$ cat src/rtl/regador_pkg.sv
// +----------------------------------------------------------------------+
// | regador_pkg                                                           |
// | Shared types and helpers for the irrigation scheduler.                |
// | Rev 1.0 - initial release                                             |
// +----------------------------------------------------------------------+
`default_nettype none

package regador_pkg;

  localparam int N_PLANTAS = 3;

  typedef logic [1:0] planta_t;
  typedef logic [3:0] periodo_t;

  localparam planta_t PLANTA_NENHUMA = 2'd3;

  typedef enum logic [1:0] {
    IDLE    = 2'd0,
    REGANDO = 2'd1,
    PAUSA   = 2'd2
  } estado_t;

  // Lowest-index set bit wins; PLANTA_NENHUMA when nothing is pending.
  function automatic planta_t menor_pendente(input logic [N_PLANTAS-1:0] p);
    planta_t k;
    k = PLANTA_NENHUMA;
    for (int i = N_PLANTAS - 1; i >= 0; i--) begin
      if (p[i]) k = planta_t'(i);
    end
    return k;
  endfunction

  // One-hot mask for a plant index; all-zero for PLANTA_NENHUMA.
  function automatic logic [N_PLANTAS-1:0] um_quente(input planta_t k);
    logic [N_PLANTAS-1:0] v;
    v = '0;
    for (int i = 0; i < N_PLANTAS; i++) begin
      if (k == planta_t'(i)) v[i] = 1'b1;
    end
    return v;
  endfunction

endpackage

`default_nettype wire

$ cat src/rtl/divisor_tempo.sv
// +----------------------------------------------------------------------+
// | divisor_tempo                                                         |
// | Free-running prescaler and seconds-of-day counter producing           |
// | one-cycle seg_tick / dia_tick strobes.                                |
// | Rev 1.0 - initial release                                             |
// +----------------------------------------------------------------------+
`default_nettype none

module divisor_tempo #(
  parameter int CLK_HZ      = 60,
  parameter int SEG_POR_DIA = 86400
) (
  input  logic clk,
  input  logic rst,
  output logic seg_tick_o,
  output logic dia_tick_o
);

  localparam int PW = (CLK_HZ > 1) ? $clog2(CLK_HZ) : 1;
  localparam int SW = (SEG_POR_DIA > 1) ? $clog2(SEG_POR_DIA) : 1;
  localparam logic [PW-1:0] PRESC_MAX = PW'(CLK_HZ - 1);
  localparam logic [SW-1:0] SEG_MAX   = SW'(SEG_POR_DIA - 1);

  logic [PW-1:0] presc_q, presc_d;
  logic [SW-1:0] seg_q, seg_d;

  // Strobes are decoded from the current count so they line up with the wrap.
  assign seg_tick_o = (presc_q == PRESC_MAX);
  assign dia_tick_o = seg_tick_o && (seg_q == SEG_MAX);

  // Next count: prescaler wraps every second, seconds wrap every day.
  always_comb begin
    presc_d = seg_tick_o ? '0 : presc_q + PW'(1);
    seg_d   = seg_q;
    if (seg_tick_o) begin
      seg_d = (seg_q == SEG_MAX) ? '0 : seg_q + SW'(1);
    end
  end

  // Counter registers.
  always_ff @(posedge clk or posedge rst) begin
    if (rst) begin
      presc_q <= '0;
      seg_q   <= '0;
    end else begin
      presc_q <= presc_d;
      seg_q   <= seg_d;
    end
  end

endmodule

`default_nettype wire

$ cat src/rtl/agendador_rega.sv
// +----------------------------------------------------------------------+
// | agendador_rega                                                        |
// | Irrigation scheduler: per-plant day periods, manual requests and a    |
// | one-pump-at-a-time watering sequencer with pressure-recovery pause.   |
// | Optional: REGA_SENSOR_UMIDADE_EN adds umido/pulado soil-wet skipping. |
// | Rev 1.0 - initial release                                             |
// +----------------------------------------------------------------------+
`default_nettype none

module agendador_rega
  import regador_pkg::*;
#(
  parameter int CLK_HZ      = 60,
  parameter int SEG_POR_DIA = 86400,
  parameter int REGA_SEG    = 10
) (
  input  logic       clk,
  input  logic       rst,
  input  logic       cfg_valid,
  output logic       cfg_ready,
  input  logic [1:0] cfg_planta,
  input  logic [3:0] cfg_periodo,
  input  logic [2:0] rega_manual,
`ifdef REGA_SENSOR_UMIDADE_EN
  input  logic [2:0] umido,
  output logic [2:0] pulado,
`endif
  output logic       pump1,
  output logic       pump2,
  output logic       pump3,
  output logic [2:0] pendente,
  output logic [1:0] ativa
);

  localparam logic [7:0] DUR_INI = 8'(REGA_SEG);

  logic w_seg_tick;
  logic w_dia_tick;

  divisor_tempo #(
    .CLK_HZ      (CLK_HZ),
    .SEG_POR_DIA (SEG_POR_DIA)
  ) u_divisor (
    .clk        (clk),
    .rst        (rst),
    .seg_tick_o (w_seg_tick),
    .dia_tick_o (w_dia_tick)
  );

  estado_t    estado_q, estado_d;
  planta_t    ativa_q, ativa_d;
  logic [7:0] dur_q, dur_d;
  logic [2:0] pump_q, pump_d;
  logic [2:0] pendente_q, pendente_d;
  periodo_t   periodo_q [N_PLANTAS];
  periodo_t   periodo_d [N_PLANTAS];
  periodo_t   dia_cnt_q [N_PLANTAS];
  periodo_t   dia_cnt_d [N_PLANTAS];
`ifdef REGA_SENSOR_UMIDADE_EN
  logic [2:0] pulado_q, pulado_d;
`endif

  logic [2:0] w_limpa;
  planta_t    w_sel;
  logic       w_pular;
  logic       w_cfg_aceito;

  // Configuration is refused only while a pump is running.
  assign cfg_ready    = (estado_q != REGANDO);
  assign w_cfg_aceito = cfg_valid && cfg_ready;
  assign w_sel        = menor_pendente(pendente_q);

`ifdef REGA_SENSOR_UMIDADE_EN
  assign w_pular = |(umido & um_quente(w_sel));
  assign pulado  = pulado_q;
`else
  assign w_pular = 1'b0;
`endif

  // Sequencer next state: select, water for DUR_INI seconds, then pause one tick.
  always_comb begin
    estado_d = estado_q;
    ativa_d  = ativa_q;
    dur_d    = dur_q;
    pump_d   = pump_q;
    w_limpa  = '0;
`ifdef REGA_SENSOR_UMIDADE_EN
    pulado_d = '0;
`endif
    case (estado_q)
      IDLE: begin
        if (pendente_q != '0) begin
          w_limpa = um_quente(w_sel);
          if (w_pular) begin
`ifdef REGA_SENSOR_UMIDADE_EN
            pulado_d = um_quente(w_sel);
`endif
          end else begin
            ativa_d  = w_sel;
            dur_d    = DUR_INI;
            pump_d   = um_quente(w_sel);
            estado_d = REGANDO;
          end
        end
      end
      REGANDO: begin
        if (w_seg_tick) begin
          if (dur_q <= 8'd1) begin
            dur_d    = '0;
            pump_d   = '0;
            ativa_d  = PLANTA_NENHUMA;
            estado_d = PAUSA;
          end else begin
            dur_d = dur_q - 8'd1;
          end
        end
      end
      PAUSA: begin
        if (w_seg_tick) estado_d = IDLE;
      end
      default: begin
        estado_d = IDLE;
        pump_d   = '0;
        ativa_d  = PLANTA_NENHUMA;
      end
    endcase
  end

  // Per-plant day counting and request flags; new requests beat the
  // selection clear, and an accepted configuration beats everything.
  always_comb begin
    pendente_d = (pendente_q & ~w_limpa) | rega_manual;
    for (int i = 0; i < N_PLANTAS; i++) begin
      periodo_d[i] = periodo_q[i];
      dia_cnt_d[i] = dia_cnt_q[i];
      if (w_cfg_aceito && (cfg_planta == planta_t'(i))) begin
        periodo_d[i]  = cfg_periodo;
        dia_cnt_d[i]  = '0;
        pendente_d[i] = 1'b0;
      end else if (w_dia_tick && (periodo_q[i] != '0)) begin
        if (dia_cnt_q[i] == (periodo_q[i] - 4'd1)) begin
          dia_cnt_d[i]  = '0;
          pendente_d[i] = 1'b1;
        end else begin
          dia_cnt_d[i] = dia_cnt_q[i] + 4'd1;
        end
      end
    end
  end

  // Sequencer state register.
  always_ff @(posedge clk or posedge rst) begin
    if (rst) begin
      estado_q <= IDLE;
      ativa_q  <= PLANTA_NENHUMA;
      dur_q    <= '0;
      pump_q   <= '0;
    end else begin
      estado_q <= estado_d;
      ativa_q  <= ativa_d;
      dur_q    <= dur_d;
      pump_q   <= pump_d;
    end
  end

  // Plant configuration, day counter and request registers.
  always_ff @(posedge clk or posedge rst) begin
    if (rst) begin
      for (int i = 0; i < N_PLANTAS; i++) begin
        periodo_q[i] <= '0;
        dia_cnt_q[i] <= '0;
      end
      pendente_q <= '0;
    end else begin
      for (int i = 0; i < N_PLANTAS; i++) begin
        periodo_q[i] <= periodo_d[i];
        dia_cnt_q[i] <= dia_cnt_d[i];
      end
      pendente_q <= pendente_d;
    end
  end

`ifdef REGA_SENSOR_UMIDADE_EN
  // Skip strobe register.
  always_ff @(posedge clk or posedge rst) begin
    if (rst) pulado_q <= '0;
    else     pulado_q <= pulado_d;
  end
`endif

  assign pump1    = pump_q[0];
  assign pump2    = pump_q[1];
  assign pump3    = pump_q[2];
  assign pendente = pendente_q;
  assign ativa    = ativa_q;

endmodule

`default_nettype wire

$ cat config.mk
export PLATFORM = sky130hd
export DESIGN_NAME = agendador_rega
export DESIGN_NICKNAME = d
export VERILOG_FILES = /design/src/rtl/regador_pkg.sv /design/src/rtl/divisor_tempo.sv /design/src/rtl/agendador_rega.sv
export SDC_FILE = /design/constraint.sdc
export NUM_CORES = 1
export LEC_CHECK = 0
export ABC_AREA = 1
export BUFFER_PORTS_ARGS = -buffer_cell sky130_fd_sc_hd__buf_2
export CAP_MARGIN = 25
export CORE_MARGIN = 10
export CORE_UTILIZATION = 30
export CTS_CLUSTER_DIAMETER = 120
export DETAILED_ROUTE_END_ITERATION = 16
export MAX_ROUTING_LAYER = met4
export PLACE_DENSITY = 0.42
export SLEW_MARGIN = 40
export SYNTH_ARGS = -nofsm -noshare
export SYNTH_HDL_FRONTEND = slang
export SYNTH_SLANG_ARGS = --single-unit
$ cat constraint.sdc
create_clock -name clk -period 2.6 [get_ports clk]
set_input_delay 0.52 -clock clk [delete_from_list [all_inputs] [get_ports clk]]
set_output_delay 0.52 -clock clk [all_outputs]
set_load 0.005 [all_outputs]
==> flow_metrics.py <==
metrics = {
    "place": {
        "dp.final_hpwl_um": 7260,
        "place_inst": 744,
        "dp_slack_ns": 0.5667,
        "gp_congestion": 0.8354,
        "portBuffers": 20,
    },
    "clocking": {
        "cts_tree": "done",
        "clk_latency_ns": 0.34,
        "cts_hold_buffers": 0,
        "htreeDepth": 3,
        "clk_pin_slew_ns": 0.05,
        "clockRootBuffer": "clkbuf_16",
        "postCtsSetupBuffers": 0,
        "post_cts_resized": 0,
        "cts_buffers": 9,
        "cts.path.max_buffers": 2,
        "cts.sinks": 65,
    },
    "critical_path": {
        "critPathLaunch": "u_divisor.presc_q[0]$_DFF_PP0_",
        "cp-end-kind": "flop",
        "reg2reg_slack_ns": 0.59,
        "start_kind": "flop",
        "reg2reg_to": "dia_cnt_q[11]$_DFFE_PP0P_",
        "reg2regPathDepth": 8,
        "path_max_fanout": 18,
        "cp.arrival_ns": 2.23,
        "crit_type": "reg2reg",
        "cp.required_ns": 2.82,
        "worstReg2RegStart": "u_divisor.presc_q[0]$_DFF_PP0_",
    },
    "timing": {
        "setup_violations": 0,
        "fin_skew_ns": 0.008336,
        "timing.final.crit_share": 0.7726,
        "tightest_slew_ns": 0.5846,
        "fmax_mhz": 497.8,
        "worst_slack_ns": 0.5913,
        "report.final.hold_viol_count": 0,
        "rsz0062_at_grt": "false",
        "period_needed_ns": 2.009,
        "setup_tns_ns": 0,
        "relSlewSlack": 0.6097,
        "finalMaxSlewViolations": 0,
    },
    "power_and_ir_drop": {
        "leakagePower_uw": 0.002310,
        "cellPowerDensity_nw_per_um2": 492.7,
        "vdd_drop_max_mv": 0.2361,
    },
    "routing": {
        "drt-vias-per-instance": 4.532,
        "ant_nets": 0,
        "firstDrtPassIters": 4,
        "totalWireLength_um": 9498,
        "drc_errors": 0,
        "drt_iter0_drc": 159,
        "wl_per_cell_um": 12.50,
        "vias": 3444,
    },
    "die": {
        "fp.dieArea_um2": 18310,
        "io_pins": 21,
        "die_y_um": 135.3,
        "coreArea_um2": 13140,
        "num_rows": 42,
        "start_util": 0.3037,
        "dieWidth_um": 135.3,
    },
    "min_path": {
        "worst_hold_path_type": "in2async",
    },
    "finish": {
        "nFillCells": 1417,
        "area.growth.synth_to_final_pct": 15.21,
        "drive_above_1_share": 0.1130,
        "nets": 604,
        "final_common_cell": "nand2_1",
        "final_cell_mix": "154 x nand2_1, 80 x inv_1, 63 x dfrtp_1",
        "antenna_cells": 0,
        "fin_cells": 760,
    },
    "status": {
        "status": "completed",
    },
    "yosys": {
        "ys_seq_area_frac": 0.4083,
        "syn_area_um2": 3990,
        "ys_seq_elements": 65,
        "avgSynthCellArea_um2": 7.268,
        "ys_warn_count": 0,
        "syn-instance-count": 549,
        "syn_nets": 574,
        "synth_cell_type_count": 35,
    },
    "global_routing": {
        "grt_pass1_wl_um": 16330,
        "gr-total-overflow": 0,
        "grt_util_all_layers": 0.1144,
        "grt_pass1_vias": 3342,
        "grt_max_degree": 31,
        "grt_antenna_before_repair": 0,
    },
    "flow_run": {
        "cap_violations": 0,
    },
}
[final cells by class]
class                           count  area (um2)  area share
Multi-Input combinational cell    393        1999      0.4349
Timing Repair Buffer               23       135.1     0.02940
Sequential cell                    65        1629      0.3544
Tap cell                          176       220.2     0.04790
Inverter                           87       331.6     0.07213
Clock buffer                       16       281.5     0.06124
[layer usage]
metal | part of all wire | track usage | vias up
met2 | 0.43 | 0.1622 | 58
li1 | - | - | 1802
met4 | 0.019 | 0.05443 | 0
met3 | 0.030 | 0.02226 | 18
met1 | 0.52 | 0.1527 | 1566
met5 | 0 | - | -
[cells in the mapped netlist]
master	n	share of area
a21boi_1	2	0.0038
a21oi_1	14	0.018
a31oi_1	1	0.0016
and2_1	1	0.0016
buf_4	2	0.0038
buf_6	1	0.0028
clkbuf_1	1	0.00094
dfrtp_1	63	0.40
dfstp_2	2	0.013
ha_1	13	0.041
inv_1	81	0.076
inv_2	4	0.0038
inv_4	2	0.0031
nand2_1	154	0.14
nand2_2	4	0.0063
nand2_4	1	0.0028
nand3_1	55	0.069
nand3_2	2	0.0050
nand3_4	1	0.0044
nand3b_1	1	0.0019
nand4_1	17	0.027
nor2_1	58	0.055
nor2_2	5	0.0078
nor2_4	3	0.0085
nor3_1	7	0.0088
nor3_2	2	0.0050
nor3_4	3	0.012
nor3b_1	1	0.0019
nor4_1	1	0.0016
o21ai_0	18	0.023
o21ai_1	12	0.015
o21ai_2	1	0.0022
o31ai_1	1	0.0019
xnor2_1	2	0.0044
xor2_1	13	0.029
[power by group]
| group | leakage, uW | total (uW) | switching [uW] | internal (uW) |
|---|---|---|---|---|
| combinational | 0.00134 | 83.4 | 57.0 | 26.4 |
| clock | 0.000137 | 1160 | 433 | 725 |
| sequential | 0.000830 | 1020 | 4.65 | 1020 |
[critical path, stage by stage (launching register included)]
cell	delay, ns
dfrtp_1	0.39
ha_1	0.23
nand3_2	0.11
nor2_4	0.38
nand2_4	0.18
nor3_4	0.36
inv_2	0.10
nand3_1	0.08
nand2_1	0.06
[how the worst max path moves through the flow]
stage	end
after CTS	dia_cnt_q[11]$_DFFE_PP0P_
after floorplan	dia_cnt_q[0]$_DFFE_PP0P_
after global placement	u_divisor.seg_q[14]$_DFFE_PP0N_
after global routing	dia_cnt_q[8]$_DFFE_PP0P_
final	dia_cnt_q[11]$_DFFE_PP0P_
after detailed placement	u_divisor.seg_q[14]$_DFFE_PP0N_
[through the flow]
| step | hold slack, ns | util | instance area (um2) | power [uW] |
|---|---|---|---|---|
| after floorplan | 0.4534 | - | 3990 | 1093 |
| after global placement | 0.4658 | 0.3285 | 4315 | 1127 |
| after detailed placement | 0.4644 | 0.3285 | 4315 | 1127 |
| after CTS | 0.2589 | 0.3499 | 4597 | 2305 |
| after global routing | 0.2929 | 0.3499 | 4597 | 2367 |
| final | 0.2472 | 0.3499 | 4597 | 2265 |
[flip-flops by register name (all words and copies together), names as in the netlist]
name / flops
ativa: 2
pendente: 3
u_divisor.presc_q: 6
estado_q: 2
periodo_q: 12
pump_q: 3
dia_cnt_q: 12
dur_q: 8
u_divisor.seg_q: 17
[cell families (layout without fill, tap and decap cells)]
family	Yosys count	count (layout)	synth area share
compound gates	49	49	0.06460
xor+xnor	15	15	0.03293
simple gates	316	316	0.3628
fa+ha+maj	13	13	0.04077
buf+inv	91	126	0.09062
flops	65	65	0.4083
Power figures use the tool's default switching activity.
